==> src/rtl/user_ram_pkg.sv <==
// Shared definitions for the user RAM bridge and the byte-merge datapath.
package user_ram_pkg;

  typedef enum logic [2:0] {
    ST_IDLE = 3'd0,
    ST_RD   = 3'd1,
    ST_CAP  = 3'd2,
    ST_WR   = 3'd3,
    ST_RESP = 3'd4
  } state_t;

  localparam logic [3:0]  WSTRB_FULL     = 4'hF;
  localparam logic [31:0] USER_RAM_BASE  = 32'h0002_0000;

endpackage

==> src/rtl/ram_byte_merge.sv <==
// Combinational byte merge: strobed bytes come from new_data, the rest from old_data.
module ram_byte_merge (
  input  logic [31:0] old_data,
  input  logic [31:0] new_data,
  input  logic [3:0]  wstrb,
  output logic [31:0] merged
);

  for (genvar gi = 0; gi < 4; gi++) begin : g_byte
    assign merged[8*gi +: 8] = wstrb[gi] ? new_data[8*gi +: 8] : old_data[8*gi +: 8];
  end

endmodule

==> src/rtl/user_ram_bridge.sv <==
// CPU native-bus to user RAM bridge: window decode, read / write / read-modify-write sequencing.
module user_ram_bridge
  import user_ram_pkg::*;
#(
  parameter int          ADDR_BIT  = 8,
  parameter logic [31:0] BASE_ADDR = USER_RAM_BASE
) (
  input  logic                clk_i,
  input  logic                rst_i,
  input  logic                mem_valid_i,
  input  logic [31:0]         mem_addr_i,
  input  logic [31:0]         mem_wdata_i,
  input  logic [3:0]          mem_wstrb_i,
  output logic                mem_ready_o,
  output logic [31:0]         mem_rdata_o,
  output logic                ram_wr_en_o,
  output logic                ram_rd_en_o,
  output logic [ADDR_BIT-1:0] ram_addr_o,
  output logic [31:0]         ram_di_o,
  input  logic [31:0]         ram_do_i
);

  state_t              state_reg, state_next;
  logic [31:0]         wdata_reg, wdata_next;
  logic [3:0]          wstrb_reg, wstrb_next;
  logic                ready_next, wr_en_next, rd_en_next;
  logic [31:0]         rdata_next, di_next;
  logic [ADDR_BIT-1:0] addr_next;
  logic [31:0]         merged;
  logic                sel;
  logic                unused_byte_offset;

  // Byte offset is irrelevant: every access targets the whole word.
  assign unused_byte_offset = ^mem_addr_i[1:0];

  assign sel = mem_valid_i && (mem_addr_i[31:ADDR_BIT+2] == BASE_ADDR[31:ADDR_BIT+2]);

  ram_byte_merge u_merge (
    .old_data (ram_do_i),
    .new_data (wdata_reg),
    .wstrb    (wstrb_reg),
    .merged   (merged)
  );

  always_comb begin
    state_next = state_reg;
    wdata_next = wdata_reg;
    wstrb_next = wstrb_reg;
    ready_next = 1'b0;
    wr_en_next = 1'b0;
    rd_en_next = 1'b0;
    rdata_next = mem_rdata_o;
    addr_next  = ram_addr_o;
    di_next    = ram_di_o;
    case (state_reg)
      ST_IDLE: begin
        if (sel) begin
          addr_next  = mem_addr_i[ADDR_BIT+1:2];
          wdata_next = mem_wdata_i;
          wstrb_next = mem_wstrb_i;
          if (mem_wstrb_i == WSTRB_FULL) begin
            state_next = ST_WR;
            wr_en_next = 1'b1;
            di_next    = mem_wdata_i;
          end else begin
            state_next = ST_RD;
            rd_en_next = 1'b1;
          end
        end
      end
      ST_RD: begin
        state_next = ST_CAP;
        rd_en_next = 1'b1;
      end
      ST_CAP: begin
        // RAM data is valid here; either return it or merge it into the pending store.
        if (wstrb_reg == 4'h0) begin
          state_next = ST_RESP;
          rdata_next = ram_do_i;
          ready_next = 1'b1;
        end else begin
          state_next = ST_WR;
          wr_en_next = 1'b1;
          di_next    = merged;
        end
      end
      ST_WR: begin
        state_next = ST_RESP;
        ready_next = 1'b1;
      end
      ST_RESP: state_next = ST_IDLE;
      default: state_next = ST_IDLE;
    endcase
  end

  always_ff @(posedge clk_i or posedge rst_i) begin
    if (rst_i) begin
      state_reg   <= ST_IDLE;
      wdata_reg   <= '0;
      wstrb_reg   <= '0;
      mem_ready_o <= 1'b0;
      mem_rdata_o <= '0;
      ram_wr_en_o <= 1'b0;
      ram_rd_en_o <= 1'b0;
      ram_addr_o  <= '0;
      ram_di_o    <= '0;
    end else begin
      state_reg   <= state_next;
      wdata_reg   <= wdata_next;
      wstrb_reg   <= wstrb_next;
      mem_ready_o <= ready_next;
      mem_rdata_o <= rdata_next;
      ram_wr_en_o <= wr_en_next;
      ram_rd_en_o <= rd_en_next;
      ram_addr_o  <= addr_next;
      ram_di_o    <= di_next;
    end
  end

endmodule
==> config.mk <==
export PLATFORM = sky130hd
export DESIGN_NAME = user_ram_bridge
export DESIGN_NICKNAME = d
export VERILOG_FILES = /design/src/rtl/user_ram_pkg.sv /design/src/rtl/ram_byte_merge.sv /design/src/rtl/user_ram_bridge.sv
export SDC_FILE = /design/constraint.sdc
export NUM_CORES = 1
export LEC_CHECK = 0
export BUFFER_PORTS_ARGS = -buffer_cell sky130_fd_sc_hd__buf_2
export CAP_MARGIN = 20
export CORE_UTILIZATION = 55
export CTS_BUF_LIST = sky130_fd_sc_hd__clkbuf_8
export DETAILED_ROUTE_END_ITERATION = 10
export PLACE_DENSITY_LB_ADDON = 0.3
export RECOVER_POWER = 100
export SLEW_MARGIN = 15
export SYNTH_ARGS = -nofsm -noshare
export SYNTH_HDL_FRONTEND = slang
export SYNTH_SLANG_ARGS = --single-unit
==> constraint.sdc <==
create_clock -name clk_i -period 7.2 [get_ports clk_i]
set_input_delay 1.08 -clock clk_i [delete_from_list [all_inputs] [get_ports clk_i]]
set_output_delay 1.08 -clock clk_i [all_outputs]
set_load 0.05 [all_outputs]
==> impl_metrics.json <==
{
  "io_buffers": 175,
  "drive_above_1_share_pct": 28.8,
  "maxCapViolCount": 3,
  "grt_pass1_vias": 3839,
  "placed_cells": 671,
  "clk_pin_slew_ns": 0.07,
  "worstSetupPathType": "in2reg",
  "drt_wl_total_um": 11300,
  "cts-root-buf": "clkbuf_8",
  "tightest_slew_ns": 3.33,
  "cts.sink_count": 114,
  "irDropWorstVdd_mv": 0.161,
  "critPathMaxStageDelay_ns": 2.57,
  "hp-class": "reg2reg",
  "path_cells": "buf_2, nor3_1, nand4_2, a221oi_1, buf_4, mux2i_1",
  "rsz0062_at_grt": "no",
  "hold_buffers": 0,
  "synthTopCellsByCount": "114 x dfrtp_1, 64 x mux2i_1, 46 x mux2_1",
  "num-fill-cells": 717,
  "cp-end-kind": "register",
  "ys.flop_type": "dfrtp_1",
  "status": "finished with violations",
  "synth-seq-cells": 114,
  "relSlewSlack_pct": -122,
  "p_leak_uw": 0.00305,
  "cts_resized": 0,
  "hold_viol": 0,
  "io_pins": 178,
  "yosysUniqueCellTypes": 30,
  "vias_per_cell": 5.21,
  "die_h_um": 98.9,
  "area_growth_pct": 24.1,
  "fin_nets": 683,
  "synth_warnings": 0,
  "syn_nets": 506,
  "finalInstanceArea_mm2": 0.00641,
  "grt_first_pass_wirelength_um": 17900,
  "seq_area_frac_synth_pct": 55.2,
  "die_w_um": 98.9,
  "drc": 0,
  "synth_edf_count": 0,
  "worstPathArrival_ns": 5.12,
  "crit_fanout": 18,
  "critPathRequiredTime_ns": 7.53,
  "grt.overflow.total": 0,
  "cts_max_level": 4,
  "grt_max_degree": 65,
  "yosysTopAreaCell": "dfrtp_1",
  "cts_buffer_depth": 2,
  "placed_area_mm2": 0.00608,
  "max_freq_mhz": 209,
  "vias": 3669,
  "failed_checks": "capacitance limit, slew limit",
  "initial_core_util_pct": 56.5,
  "fin_util_pct": 70.1,
  "die-area_mm2": 0.00979,
  "wl_per_cell_um": 16.0,
  "antenna_found_initial": 0,
  "start_kind": "input pin",
  "setup_viol": 0,
  "gr-usage-all-layers_pct": 23.9,
  "cp_slowest_cell": "a221oi_1",
  "first_pass_iters": 4,
  "synthesis.area_per_instance_um2": 12.8,
  "netlist_area_mm2": 0.00517,
  "cts_buffers": 17,
  "synth.top_cell.area_share_pct": 55.2,
  "postSynthCellCount": 403,
  "report.final.slew_viol_count": 96,
  "ant_nets": 0,
  "yosysMostFrequentCell": "dfrtp_1",
  "finalNonFillerCells": 704,
  "hpwl_um": 7890,
  "rows": 35,
  "layout_worst_path_cycle_share_pct": 66.5,
  "cts_setup_buffers": 0,
  "insertion_delay_ns": 0.42,
  "fin_worst_skew_ns": 0.00802,
  "cts_tree": "built",
  "synthTopCellsByArea": "dfrtp_1 55%, mux2i_1 12%, mux2_1 10%",
  "coreArea_mm2": 0.00915,
  "async_reset_ff_share_pct": 100,
  "drt_iter0_drc": 100,
  "min_period_ns": 4.79,
  "antenna_cells": 0,
  "tns_ns": 0,
  "powerDensity_mw_per_mm2": 236,
  "globalplace.congestion": 0.753
}
[worst paths after layout]
| kind | to | depth (start not counted) | slack [ns] | startpoint |
|---|---|---|---|---|
| worst min-delay path | ram_addr_o[5] | 1 | 0.48 | ram_addr_o[5] |
| worst min register to register | ram_addr_o[5] | 1 | 0.48 | ram_addr_o[5] |
| worst max register to register | ram_di_o[9] | 5 | 2.60 | wstrb_reg[3] |
| min in group asynchronous | mem_rdata_o[8] | 2 | 1.23 | rst_i |
| worst max-delay path | ram_di_o[9] | 6 | 2.41 | mem_addr_i[28] |
| max in group asynchronous | ram_di_o[9] | 3 | 4.33 | rst_i |
[through the flow]
| step | setup WS [ns] | total power [uW] | hold WS [ns] |
|---|---|---|---|
| 2_1_floorplan | 3.10 | 781 | 0.458 |
| 3_3_place_gp | 3.68 | 840 | 0.462 |
| 3_5_place_dp | 3.56 | 845 | 0.469 |
| 4_1_cts | 4.06 | 1530 | 0.484 |
| 5_1_grt | 2.17 | 1560 | 0.495 |
| 6_report | 2.41 | 1510 | 0.483 |
[report_power, final]
group          internal (uW)  leakage [uW]  switching (uW)  total [uW]
Sequential               659       0.00144            9.38         668
Clock                    420      0.000228             264         684
Combinational           44.6       0.00138             114         159
[worst max-delay path: cells and delay by family]
family	cells	cell delay, ns
AO/OA/AOI/OAI	1	2.57
buffers and inverters	2	0.74
AND/OR/NAND/NOR	2	0.47
multiplexers	1	0.23
[cells in the final DEF (no fill, tap or decap), types with 2 or more instances in the layout]
cell        instances
clkinv_4            3
nor4_4              2
nor3b_1             4
nor3_1              3
clkbuf_1           77
nand2b_1            2
and4_1              2
clkinvlp_4          2
mux2_1             46
nor2_1             34
bufinv_16           5
a21oi_1            32
nand2_1             2
dfrtp_1           114
buf_4               3
mux2_2             30
nor4_1              2
clkinv_2            4
buf_2             100
clkbuf_8           18
inv_1              32
mux2i_1            64
[cell families (layout without fill, tap and decap cells)]
logic type,after synthesis,after routing,share of synthesized area (%)
AOI/OAI and AO/OA,36,36,4.07
buffers and inverters,55,245,5.13
DFF,114,114,55.2
muxes,140,140,29.0
and+or+nand+nor,58,58,6.66
[per-layer routing]
metal	GRT usage (%)	routed length (um)	share of wire (%)
met1	28.9	4800	43
met5	0	0	0
met2	40.8	5590	50
met4	9.87	167	1.5
met3	6.17	714	6.3
[area by class of cell]
type,instances,area (um2),share of cell area [%]
Clock inverter,14,211,3.30
Multi-Input combinational cell,234,2030,31.6
Sequential cell,114,2850,44.5
Clock buffer,18,248,3.86
Inverter,33,125,1.95
Timing Repair Buffer,180,812,12.7
Tap cell,111,139,2.17
Power figures use the tool's default switching activity.
